===== src/rtl/strength_net_resolver_if.sv =====
// Event-queue handshake bundle for strength_net_resolver: the resolver is the
// master (producer), the consumer is the slave.
interface strength_net_resolver_if #(
    parameter int FIFO_DEPTH = 4
);
    localparam int CW = $clog2(FIFO_DEPTH) + 1;

    logic          evt_valid;
    logic          evt_ready;
    logic [3:0]    evt_data;
    logic [CW-1:0] evt_count;

    modport master (output evt_valid, evt_data, evt_count, input evt_ready);
    modport slave  (input evt_valid, evt_data, evt_count, output evt_ready);
endinterface


===== src/rtl/strength_net_resolver.sv =====
// Strength-resolved multi-driver net receiver: resolve, register, stability-filter,
// queue committed level changes. Define NET_PULL0_EN to add an implicit pull-0 driver.
module strength_net_resolver #(
    parameter int N_DRV      = 4,
    parameter int STB_CYCLES = 3,
    parameter int FIFO_DEPTH = 4
) (
    input  logic                   clk,
    input  logic                   rst_n,
    input  logic [N_DRV-1:0]       drv_val,
    input  logic [3*N_DRV-1:0]     drv_str,
    output logic [1:0]             res_lvl,
    output logic [1:0]             lvl_o,
    output logic                   ovf,
    input  logic                   ovf_clr,
    strength_net_resolver_if.master evt
);
    localparam int AW = $clog2(FIFO_DEPTH);
    localparam int CW = AW + 1;
    localparam logic [3:0]    STB  = 4'(STB_CYCLES);
    localparam logic [CW-1:0] FULL = CW'(FIFO_DEPTH);

    typedef enum logic [1:0] {
        LVL_0 = 2'b00,
        LVL_1 = 2'b01,
        LVL_Z = 2'b10,
        LVL_X = 2'b11
    } lvl_t;

    lvl_t       res_nxt, res_q, lvl_q, cand_q;
    logic [2:0] smax;
    logic       seen0, seen1;
    logic [3:0] cnt_q, cnt_inc;
    logic       commit;

    logic [3:0]    mem [FIFO_DEPTH];
    logic [AW-1:0] wptr, rptr;
    logic [CW-1:0] count;
    logic          full, do_push, do_pop;

    // Only drivers at the maximum strength participate; everything weaker is ignored.
    always_comb begin
        smax  = '0;
        seen0 = 1'b0;
        seen1 = 1'b0;
        for (int unsigned i = 0; i < N_DRV; i++) begin
            if (drv_str[3*i +: 3] > smax) smax = drv_str[3*i +: 3];
        end
`ifdef NET_PULL0_EN
        if (smax < 3'd5) smax = 3'd5;
`endif
        for (int unsigned i = 0; i < N_DRV; i++) begin
            if (smax != 3'd0 && drv_str[3*i +: 3] == smax) begin
                if (drv_val[i]) seen1 = 1'b1;
                else            seen0 = 1'b1;
            end
        end
`ifdef NET_PULL0_EN
        if (smax == 3'd5) seen0 = 1'b1;
`endif
        if (smax == 3'd0)          res_nxt = LVL_Z;
        else if (seen0 && seen1)   res_nxt = LVL_X;
        else if (seen1)            res_nxt = LVL_1;
        else                       res_nxt = LVL_0;
    end

    // Counter value this edge would produce; reaching STB commits on the same edge.
    always_comb begin
        cnt_inc = (res_q == cand_q) ? cnt_q + 4'd1 : 4'd1;
        commit  = (res_q != lvl_q) && (cnt_inc >= STB);
    end

    always_ff @(posedge clk or negedge rst_n) begin
        if (!rst_n) begin
            res_q  <= LVL_Z;
            lvl_q  <= LVL_Z;
            cand_q <= LVL_Z;
            cnt_q  <= '0;
        end else begin
            res_q <= res_nxt;
            if (res_q == lvl_q) begin
                cnt_q <= '0;
            end else begin
                cand_q <= res_q;
                if (commit) begin
                    lvl_q <= res_q;
                    cnt_q <= '0;
                end else begin
                    cnt_q <= cnt_inc;
                end
            end
        end
    end

    assign res_lvl = res_q;
    assign lvl_o   = lvl_q;

    always_comb begin
        full    = (count == FULL);
        do_pop  = (count != '0) && evt.evt_ready;
        do_push = commit && (!full || do_pop);
    end

    always_ff @(posedge clk) begin
        if (do_push) mem[wptr] <= {lvl_q, res_q};
    end

    always_ff @(posedge clk or negedge rst_n) begin
        if (!rst_n) begin
            wptr  <= '0;
            rptr  <= '0;
            count <= '0;
            ovf   <= 1'b0;
        end else begin
            if (do_push) wptr <= wptr + 1'b1;
            if (do_pop)  rptr <= rptr + 1'b1;
            count <= count + CW'(do_push) - CW'(do_pop);
            // A drop on the same edge as a clear keeps the flag set.
            if (commit && !do_push) ovf <= 1'b1;
            else if (ovf_clr)       ovf <= 1'b0;
        end
    end

    assign evt.evt_valid = (count != '0);
    assign evt.evt_count = count;
    assign evt.evt_data  = (count != '0) ? mem[rptr] : '0;

endmodule


===== src/flat_wrapper.sv =====
// flat-port wrapper written by rule: the top's interface ports become plain ports
module strength_net_resolver_flat 
#(
    parameter int N_DRV      = 4,
    parameter int STB_CYCLES = 3,
    parameter int FIFO_DEPTH = 4
)
  (clk, rst_n, drv_val, drv_str, res_lvl, lvl_o, ovf, ovf_clr, evt_evt_valid, evt_evt_data, evt_evt_count, evt_evt_ready);
  strength_net_resolver_if #(.FIFO_DEPTH(FIFO_DEPTH)) evt_i ();
  input  logic clk;
  input  logic rst_n;
  input  logic [N_DRV-1:0] drv_val;
  input  logic [3*N_DRV-1:0] drv_str;
  output logic [1:0] res_lvl;
  output logic [1:0] lvl_o;
  output logic ovf;
  input  logic ovf_clr;
  output wire logic [$bits(evt_i.evt_valid)-1:0] evt_evt_valid;
  output wire logic [$bits(evt_i.evt_data)-1:0] evt_evt_data;
  output wire logic [$bits(evt_i.evt_count)-1:0] evt_evt_count;
  input wire logic [$bits(evt_i.evt_ready)-1:0] evt_evt_ready;
  assign evt_evt_valid = evt_i.evt_valid;
  assign evt_evt_data = evt_i.evt_data;
  assign evt_evt_count = evt_i.evt_count;
  assign evt_i.evt_ready = evt_evt_ready;
  strength_net_resolver #(.N_DRV(N_DRV), .STB_CYCLES(STB_CYCLES), .FIFO_DEPTH(FIFO_DEPTH)) u_core (.clk(clk), .rst_n(rst_n), .drv_val(drv_val), .drv_str(drv_str), .res_lvl(res_lvl), .lvl_o(lvl_o), .ovf(ovf), .ovf_clr(ovf_clr), .evt(evt_i));
endmodule

===== config.mk =====
export PLATFORM = sky130hd
export DESIGN_NAME = strength_net_resolver_flat
export DESIGN_NICKNAME = d
export VERILOG_FILES = /design/src/rtl/strength_net_resolver_if.sv /design/src/rtl/strength_net_resolver.sv /design/src/flat_wrapper.sv
export SDC_FILE = /design/constraint.sdc
export NUM_CORES = 1
export LEC_CHECK = 0
export CORE_UTILIZATION = 25
export CTS_CLUSTER_DIAMETER = 30
export DETAILED_ROUTE_END_ITERATION = 10
export PLACE_DENSITY = 0.41
export SETUP_SLACK_MARGIN = 0.4
export SLEW_MARGIN = 20
export SYNTH_ARGS = -nofsm -noshare
export SYNTH_HDL_FRONTEND = slang
export SYNTH_SLANG_ARGS = --single-unit

===== constraint.sdc =====
create_clock -name clk -period 2.6 [get_ports clk]
set_input_delay 0.26 -clock clk [delete_from_list [all_inputs] [get_ports clk]]
set_output_delay 0.26 -clock clk [all_outputs]
set_load 0.01 [all_outputs]

=== After elaboration in Yosys (flattened, before gate mapping) ===
Memories as Yosys holds them, arrays and structs flattened.
Cells that the tools add are included.

* $add $sub $neg: 5
* Multipliers: 0
* Equal/unequal tests: 8
* Muxes and demuxes: 31
* Bitwise operators: 1
* Div/mod/pow operators: 0
* Shift-type cells: 0
* Reductions and logical operators: 17
* Magnitude comparators: 5

{| class="wikitable"
|+ Operator list
! cell !! number
|-
| 1-bit 2-to-1 mux || 21
|-
| 4-bit 2-to-1 mux || 4
|-
| 3-bit equality test || 4
|-
| 3-bit 2-to-1 mux || 4
|-
| 3-bit > comparator || 3
|-
| 1-bit logical AND || 9
|-
| 3-bit nonzero test || 2
|-
| 2-bit by 1-bit adder with 2-bit output, second input constant || 2
|-
| 4-bit by 1-bit adder with 4-bit output, second input constant || 1
|-
| 2-bit equality test || 2
|-
| 4-bit by 2-bit >= comparator with 1-bit output, second input constant || 1
|-
| 2-bit 2-to-1 mux || 2
|-
| 3-bit by 1-bit adder with 3-bit output || 1
|-
| 3-bit equality test, second input constant || 1
|-
| 3-bit by 1-bit > comparator with 1-bit output, second input constant || 1
|-
| 3-bit zero test || 1
|-
| 3-bit by 1-bit subtractor with 3-bit output || 1
|-
| 1-bit zero test || 2
|-
| 2-bit != test || 1
|-
| 2-bit AND reduction || 1
|-
| 2-bit nonzero test || 1
|-
| 1-bit logical OR || 1
|-
| 1-bit inverter || 1
|}

* Output and inout bits: 13
* Bits in latches: 0
* Flip-flop bits (word level): 18
* RAM bits: 16
* Memories: 1
* Logic and storage cells: 76
* ROM bits: 0

{| class="wikitable"
|+ Memory list
! memory !! depth !! width !! rd ports !! clocked after Yosys merged registers in !! write ports !! RTL line !! source
|-
| u_core.mem || 4 || 4 || 1 || 0 || 1 || strength_net_resolver.sv:36 || <nowiki>logic [3:0] mem [FIFO_DEPTH];</nowiki>
|}

=== Depth between registers and ports, before layout ===
Gate-level depths: netlist (run 1).

* Depth after elaboration: 20
* Mapped depth: 23
* Depth with buffers taken out: 22

=== Worst setup path after synthesis (run 1) ===
Ideal clock, no wire load.

* Path type: input -> register
* Start point: input drv_str[1]
* End point: register u_core.res_q[0] (netlist: u_core.res_lvl[0])
* Slack: -1.749 ns
* Data arrival time: 4.211 ns
* Stages: 19
* Data required time: 2.462 ns
* Cell sequence: inv_1 -> ha_1 -> and2b_1 -> o22a_4 -> a31oi_1 -> and2_1 -> ha_1 -> nand3b_1 -> nand2_1 -> mux2_2 -> ha_1 -> a21oi_1 -> a32oi_1 -> or2_1 -> a31o_2 -> and2_1 -> xnor2_1 -> nor4b_2 -> or4_1

* Longest elaborated chain between the ends: 20

{| class="wikitable"
|+ RTL lines
! item !! RTL line !! source
|-
| start, declared || flat_wrapper.sv:13 || <nowiki>input logic [3*N_DRV-1:0] drv_str;</nowiki>
|-
| 3-bit by 1-bit > comparator with 1-bit output || strength_net_resolver.sv:47 || <nowiki>if (drv_str[3*i +: 3] > smax) smax = drv_str[3*i +: 3];</nowiki>
|-
| 3-bit 2-to-1 mux || strength_net_resolver.sv:47 ||
|-
| 3-bit > comparator || strength_net_resolver.sv:47 ||
|-
| 3-bit 2-to-1 mux || strength_net_resolver.sv:47 ||
|-
| 3-bit > comparator || strength_net_resolver.sv:47 ||
|-
| 3-bit 2-to-1 mux || strength_net_resolver.sv:47 ||
|-
| 3-bit > comparator || strength_net_resolver.sv:47 ||
|-
| 3-bit 2-to-1 mux || strength_net_resolver.sv:47 ||
|-
| (+5 left out) || - ||
|-
| 1-bit 2-to-1 mux || strength_net_resolver.sv:54 || <nowiki>if (drv_val[i]) seen1 = 1'b1;</nowiki>
|-
| 1-bit 2-to-1 mux || strength_net_resolver.sv:53 || <nowiki>if (smax != 3'd0 && drv_str[3*i +: 3] == smax) begin</nowiki>
|-
| 1-bit 2-to-1 mux || strength_net_resolver.sv:54 ||
|-
| 1-bit 2-to-1 mux || strength_net_resolver.sv:53 ||
|-
| 1-bit 2-to-1 mux or 1-bit logical AND (tied branches) || strength_net_resolver.sv:63, strength_net_resolver.sv:62 ||
|-
| 2-bit 2-to-1 mux || strength_net_resolver.sv:62 || <nowiki>else if (seen0 && seen1) res_nxt = LVL_X;</nowiki>
|-
| 2-bit 2-to-1 mux (*) || strength_net_resolver.sv:61 || <nowiki>if (smax == 3'd0) res_nxt = LVL_Z;</nowiki>
|-
| net u_core.res_nxt[0] || strength_net_resolver.sv:30 || <nowiki>lvl_t res_nxt, res_q, lvl_q, cand_q;</nowiki>
|-
| end signal, assigned || strength_net_resolver.sv:80 || <nowiki>res_q <= res_nxt;</nowiki>
|-
| end, declared || strength_net_resolver.sv:30 ||
|}

The timed path passes the listed nets; every way through them passes the cells marked *.
A chain may end at the register's enable or synchronous reset.

=== Final worst setup path (run 1) ===
* Start point: input drv_str[4]
* End point: register u_core.res_q[1] (netlist: u_core.res_lvl[1])

* Longest elaborated chain between the ends: 18

{| class="wikitable"
|+ RTL lines
! item !! RTL line
|-
| 3-bit > comparator || strength_net_resolver.sv:47
|-
| 3-bit 2-to-1 mux || strength_net_resolver.sv:47
|-
| 3-bit > comparator || strength_net_resolver.sv:47
|-
| 3-bit 2-to-1 mux || strength_net_resolver.sv:47
|-
| 3-bit > comparator || strength_net_resolver.sv:47
|-
| 3-bit 2-to-1 mux || strength_net_resolver.sv:47
|-
| 3-bit equality test or 3-bit nonzero test (tied branches) || strength_net_resolver.sv:53
|-
| 1-bit logical AND || strength_net_resolver.sv:53
|-
| (+3 left out) || -
|-
| 1-bit 2-to-1 mux || strength_net_resolver.sv:54
|-
| 1-bit 2-to-1 mux || strength_net_resolver.sv:53
|-
| 1-bit 2-to-1 mux || strength_net_resolver.sv:54
|-
| 1-bit 2-to-1 mux || strength_net_resolver.sv:53
|-
| 1-bit logical AND || strength_net_resolver.sv:62
|-
| 2-bit 2-to-1 mux || strength_net_resolver.sv:62
|-
| 2-bit 2-to-1 mux (*) || strength_net_resolver.sv:61
|-
| net u_core.res_nxt[1] || strength_net_resolver.sv:30
|}

Marks and branches as above.

==> results of run 1 <==
==> placed cells by master (no fill, tap or decap), types with 2 or more instances in the layout <==
master,Yosys,final
mux4_2,4,4
nand3b_1,2,2
buf_6,0,5
inv_2,0,3
dlymetal6s2s_1,0,2
mux2_2,5,4
a21oi_2,0,5
dfstp_2,3,3
a31oi_1,3,2
bufinv_16,0,2
o21ai_2,1,2
o32ai_2,1,2
and2_1,8,4
nand2_2,0,4
buf_2,0,2
dfrtp_2,0,3
o21ai_0,4,3
and2_4,0,5
clkdlybuf4s50_1,0,24
dfrtp_1,15,12
clkbuf_8,0,5
o31ai_1,4,3
conb_1,1,2
xnor2_2,0,4
buf_4,1,71
nor2_1,10,10
xor2_1,4,4
nand2_1,13,8
ha_4,0,8
edfxtp_1,16,16
inv_1,20,16
and3_1,6,6
nand3_1,6,5
ha_1,16,7
a21oi_4,0,2
nor3_1,2,2
xnor2_1,13,9
a21oi_1,9,2
==> cells by family (layout without fill, tap and decap cells) <==
group	after synthesis	in the layout	share of synthesized area
AND/OR/NAND/NOR	60	60	0.1501
AO/OA/AOI/OAI	41	41	0.1423
flip-flops	34	34	0.4169
buffers and inverters	23	133	0.04018
adder cells (fa/ha/maj)	17	17	0.09821
XOR/XNOR	17	17	0.06641
multiplexers	12	12	0.08426
other	1	2	0.001673
==> flip-flops by register name (all words and copies together), names as in the netlist <==
register	cells
u_core.cand_q	2
u_core.mem	16
u_core.lvl_o	2
u_core.evt.evt_count	3
u_core.cnt_q	4
u_core.res_lvl	2
u_core.ovf	1
u_core.rptr	2
u_core.wptr	2
==> cell type report <==
type / count / area [um2]
clock buffers: 5 / 68.82
clock inverters: 3 / 68.82
fillers: 850 / 4990
inverters: 20 / 77.57
multi-input cells: 149 / 1563
flip-flops and latches: 34 / 938.4
well taps: 108 / 135.1
repair buffers: 105 / 879.6
==> cells in the mapped netlist, types with 2 or more instances <==
master,n,area share
dfrtp_1,15,0.17
and2_1,8,0.022
a211oi_1,3,0.010
nand2_1,13,0.022
inv_1,20,0.033
xnor2_1,13,0.051
o22ai_1,2,0.0056
o21ai_0,4,0.0089
a21oi_1,9,0.020
mux2_2,5,0.025
nand3_1,6,0.013
dfstp_2,3,0.035
ha_1,16,0.089
mux2i_1,2,0.0089
mux4_2,4,0.040
and3_1,6,0.017
nor2_1,10,0.017
clkbuf_1,2,0.0033
nor3_1,2,0.0045
o2111a_1,2,0.010
or2_1,2,0.0056
xor2_1,4,0.016
nand3b_1,2,0.0067
edfxtp_1,16,0.21
o31ai_1,4,0.013
a31oi_1,3,0.0084
==> metal layers <==
metal | wire [um] | share of wire | global-route usage | vias to the layer above
met1 | 2514 | 0.46 | 0.1594 | 882
met5 | 0 | 0 | 0 | -
met4 | 34 | 0.0062 | 0.03444 | 0
met3 | 140 | 0.026 | 0.02312 | 5
li1 | - | - | - | 966
met2 | 2779 | 0.51 | 0.2042 | 35
==> how the worst max path moves through the flow <==
stage                     from                 to  slack, ps  cells after the start
detailed placement  drv_str[1]  u_core.res_lvl[0]      -2170                     21
finish              drv_str[4]  u_core.res_lvl[1]      -1390                     19
CTS                 drv_str[1]  u_core.res_lvl[0]      -1350                     19
global route        drv_str[1]  u_core.res_lvl[1]      -1590                     20
global placement    drv_str[1]  u_core.res_lvl[0]      -2120                     21
floorplan           drv_str[0]  u_core.res_lvl[0]      -1390                     18
==> worst max-delay path, cell delays in order <==
cell and delay [ps]:
buf_6 100, ha_4 140, or2_4 250, o22a_4 240
mux2i_4 210, ha_4 290, nand3b_1 180, nand2_2 160
mux2_4 330, ha_4 300, nand3b_1 160, a32oi_4 280
or2_1 170, a31o_4 140, a21oi_2 60, or3b_4 430
nor3b_4 270, o32ai_2 120, nand4_1 110
==> timing repair <==
action	in CTS	in global routing
pin swaps	23	27
resized for setup	51	23
setup endpoints to repair	8	8
buffers inserted	15	16
==> through the flow <==
stage	cells	utilization	setup TNS [ps]
floorplan	206	-	-2712
global route	424	0.4278	-3110
finish	424	0.4278	-2784
detailed placement	385	0.3636	-4310
CTS	408	0.4027	-2691
global placement	385	0.3636	-4222
==> power by group <==
part	switching (mW)	total (mW)	internal (mW)
Clock	0.208	0.592	0.384
Sequential	0.141	0.927	0.786
Combinational	0.888	2.13	1.24
Total	1.24	3.65	2.41
==> results by group, run 1 <==
Outcome
  – Status: finished with violations
  – Failing checks: negative setup slack

CTS
  – CTS Hold Bufs: 0
  – Root Driver: clkbuf_8
  – Clock slew at reported path FFs: 80 ps
  – CTS max path bufs: 2
  – Clk sink count: 34
  – H-tree depth: 2
  – CTS buffer count: 5
  – CTS tree: done
  – Worst-skew pair later-pin latency: 290 ps

Min path
  – HP Class: input pin to async pin

Floorplan
  – Die W: 96.70 um
  – Die height: 96.70 um
  – Die ar.: 9351 um2
  – Rows: 34
  – Ports: 33
  – Core area: 8721 um2
  – Initial Util: 0.2571

Power
  – Pwr dens: 978.2 nW/um2
  – P_leak: 1.577 nW
  – Worst vdd ir: 0.3817 mV
  – Total Power: 3.650 mW

Final layout
  – Layout area overhead: 66.41%
  – N_diodes: 0
  – Proportion of layout cells with a drive suffix above 1: 0.5158
  – Post-route cell area: 3731 um2
  – Final #Nets: 352

Detailed routing
  – Via count: 1888
  – Initial drt markers: 38
  – Vias/cell: 4.453
  – WL/cell: 12.90 um
  – Routed Antenna Nets: 0
  – Residual DRC: 0
  – Routed Wire Length: 5469 um
  – Pre-antenna DRT Iters: 4

Flow run
  – Max-cap violations: 0

Timing
  – Hold Slack: 447.7 ps
  – Final Hold Viols: 0
  – Final Cycle Share: 1.536
  – Fin worst setup slack: -1394 ps
  – Clk_skew: 4.864 ps
  – Fmax: 250.4 MHz
  – Slew HR: 0.4430
  – Final Max Slew Viols: 0
  – RSZ-0062 raised after global routing: true
  – Fin crit period: 3994 ps
  – Final setup viols: 2
  – Worst Tran Pin Value: 832.9 ps

Worst setup path
  – Crit-path max FO: 4
  – WS Path Type: input pin to flip-flop
  – Worst reg2reg path startpoint: u_core.evt.evt_count[1]
  – WP data required: 2820 ps
  – R2R Setup Slk: 380 ps
  – Critical path arrival: 4220 ps
  – Crit start category: input pin
  – Critical Path End Type: flip-flop
  – R2r worst-path depth: 9
  – R2R Path End: u_core.evt.evt_count[2]

Global route
  – Total Routing Usage GR: 0.1217
  – Initial antenna violation count: 0
  – Largest net degree at the start of global routing: 19
  – Vias in the first global route: 1870
  – First-pass GRT wire length: 9149 um
  – GR Overflow Total: 0

Place
  – Port buffer count: 32
  – Dpl cell area: 3171 um2
  – RD Place Congestion: 0.7737
  – Dpl hpwl: 4220 um
  – Pre-CTS WS: -2168 ps

Synth
  – Ys Warns: 0
  – Syn avg cell area: 10.94 um2
  – EDFF count, synth: 16
  – Asr flop ratio synth: 0.5294
  – Syn Inst Count: 205
  – Yosys cell types: 55
  – Synth Cell Area: 2242 um2
  – Sequential fraction of the synthesis area: 0.4169
  – Seq cells post-synth: 34
  – Top FF cell, synth: edfxtp_1
No activity file was read; power rests on OpenSTA's default activity.
==> run 2, diff against run 1 <==
==> constraint.sdc (replaced) <==
create_clock -name clk -period 2.6 [get_ports clk]
set_input_delay 0.39 -clock clk [delete_from_list [all_inputs] [get_ports clk]]
set_output_delay 0.39 -clock clk [all_outputs]
set_load 0.01 [all_outputs]
==> results by group, run 2 (synthesis gave the netlist of run 1 again) <==
Outcome
  – Status: finished with violations
  – Failing checks: negative setup slack

Min path
  – HP Class: input pin to async pin

Timing
  – Fmax: 238.2 MHz
  – Post-Route Setup TNS: -3177 ps
  – Final Cycle Share: 1.615
  – Final setup viols: 2
  – Final Hold Viols: 0
  – RSZ-0062 raised after global routing: true
  – Fin crit period: 4199 ps
  – Final Max Slew Viols: 0
  – Fin worst setup slack: -1599 ps
  – Clk_skew: 7.123 ps

Global route
  – GR Overflow Total: 0
  – Largest net degree at the start of global routing: 19
  – Vias in the first global route: 1884
  – Initial antenna violation count: 0
  – First-pass GRT wire length: 9370 um
  – Total Routing Usage GR: 0.1251

Detailed routing
  – Residual DRC: 0
  – WL met1: 2456 um
  – Vias/cell: 4.432
  – WL/cell: 12.95 um
  – Via count: 1857
  – Routed Wire Length: 5428 um
  – Routed Antenna Nets: 0
  – Pre-antenna DRT Iters: 4
  – WL met2: 2792 um
  – Top sig layer: met4
  – Routed met3 length: 149 um
  – Initial drt markers: 27

Floorplan
  – Die W: 96.70 um
  – Die height: 96.70 um
  – Die ar.: 9351 um2
  – Initial Util: 0.2571
  – Rows: 34
  – Core area: 8721 um2
  – Ports: 33

Final layout
  – Multi-input combinational cell area: 1568 um2
  – Filler cells: 841
  – Leading cell type in the layout, fill and taps excluded: buf_4
  – Final #Nets: 347
  – FF/Latch Area: 938.4 um2
  – Layout area overhead: 63.34%
  – N_diodes: 0
  – Commonest cells after routing, fill and taps aside: buf_4, clkdlybuf4s50_1, edfxtp_1
  – Non-Filler Instances: 419
  – Max reg flops: 16
  – Proportion of layout cells with a drive suffix above 1: 0.5145
  – Top reg by flops: u_core.mem

Flow run
  – Max-cap violations: 0

Power
  – Worst vdd ir: 0.3071 mV
  – P_leak: 1.521 nW
  – Pwr dens: 952.7 nW/um2

Worst setup path
  – Crit-path max FO: 5
  – CP peak stage delay: 510 ps
  – Crit start category: input pin
  – Crit path top cell by count: ha_4
  – Critical path arrival: 4350 ps
  – Crit-path cells: buf_6, ha_4, or2_4, o22a_4, mux2i_4, ha_4, nand3b_1, nand2_2, mux2_4, ha_4, nand3b_1, a32oi_4, or2_1, a31o_4, nand2_4, nor2_1, o2111a_2, or4_4
  – Critical Path End Type: flip-flop
  – CP max-delay cell: or4_4
  – WS Path Type: input pin to flip-flop
  – WP data required: 2760 ps

Place
  – Port buffer count: 32
  – Placed Cells: 386
  – Dpl hpwl: 4307 um
  – RD Place Congestion: 0.6984

CTS
  – CTS Hold Bufs: 0
  – Clock slew at reported path FFs: 70 ps
  – CTS buffer count: 5
  – Root Driver: clkbuf_8
  – CTS max path bufs: 2
  – Clk sink count: 34
  – CTS tree: done
  – H-tree depth: 2
  – Worst-skew pair later-pin latency: 290 ps
[run 2: changes by cell type in the layout (fill, tap and decap cells not counted), moves of 2 or more]
cell             previous run  this run
dlygate4sd2_1               0         3
ha_4                        8         6
nor2_1                     10         8
ha_1                        7         9
buf_4                      71        67
clkinvlp_4                  0         2
clkdlybuf4s50_1            24        22
dlymetal6s2s_1              2         0
[run 2: worst max-delay path, delay by kind of cell]
family	cells	cell delay, ps
and+or+nand+nor	8	1740
buffers and inverters	1	100
adders and majority gates	3	700
AOI/OAI and AO/OA	4	870
muxes	2	540
[run 2: layout make-up]
| type | instances | area share |
|---|---|---|
| clock inverter | 3 | 0.01230 |
| tap | 108 | 0.03690 |
| inverter | 20 | 0.02118 |
| multi-input combinational | 149 | 0.4281 |
| clock buffer | 5 | 0.01879 |
| timing repair buffer | 100 | 0.2265 |
| sequential | 34 | 0.2562 |
[run 2: layer usage]
layer,track usage,vias up
li1,-,959
met1,0.1606,860
met2,0.2151,36
met3,0.02240,2
met4,0.03444,0
met5,0,-
[run 2: metrics by stage]
step	hold WS (ps)	power [mW]	area (um2)	setup WS (ps)	util
floorplan	94.41	1.996	2419	-1520	-
global placement	511.0	2.639	3178	-2310	0.3644
detailed placement	516.8	2.639	3178	-2291	0.3644
CTS	436.6	3.291	3490	-1523	0.4001
global route	450.3	3.784	3662	-1775	0.4199
finish	433.4	3.489	3662	-1599	0.4199
[run 2: where the power goes]
part / switching, mW / internal (mW) / total (mW) / leakage [nW]
Combinational: 0.902 / 1.19 / 2.09 / 1.11
Sequential: 0.130 / 0.786 / 0.917 / 0.359
Clock: 0.196 / 0.285 / 0.481 / 0.0504
[run 2: path summary, 6_finish.rpt]
check                                        start                 endpoint  slack, ps  cells after the start
max                                     drv_str[4]        u_core.res_lvl[0]      -1600                     18
min                                          rst_n  u_core.evt.evt_count[2]        430                      2
max reg2reg                u_core.evt.evt_count[1]  u_core.evt.evt_count[2]        360                      9
min reg2reg                       u_core.cand_q[0]         u_core.cand_q[0]        530                      1
max in group asynchronous                    rst_n        u_core.res_lvl[1]       1900                      2
min in group clk                  u_core.cand_q[0]         u_core.cand_q[0]        530                      1
[run 2: timing repair]
action	4_1_cts	5_1_grt
pin swaps	21	26
resized for setup	53	26
setup endpoints to repair	8	5
setup buffers	16	9
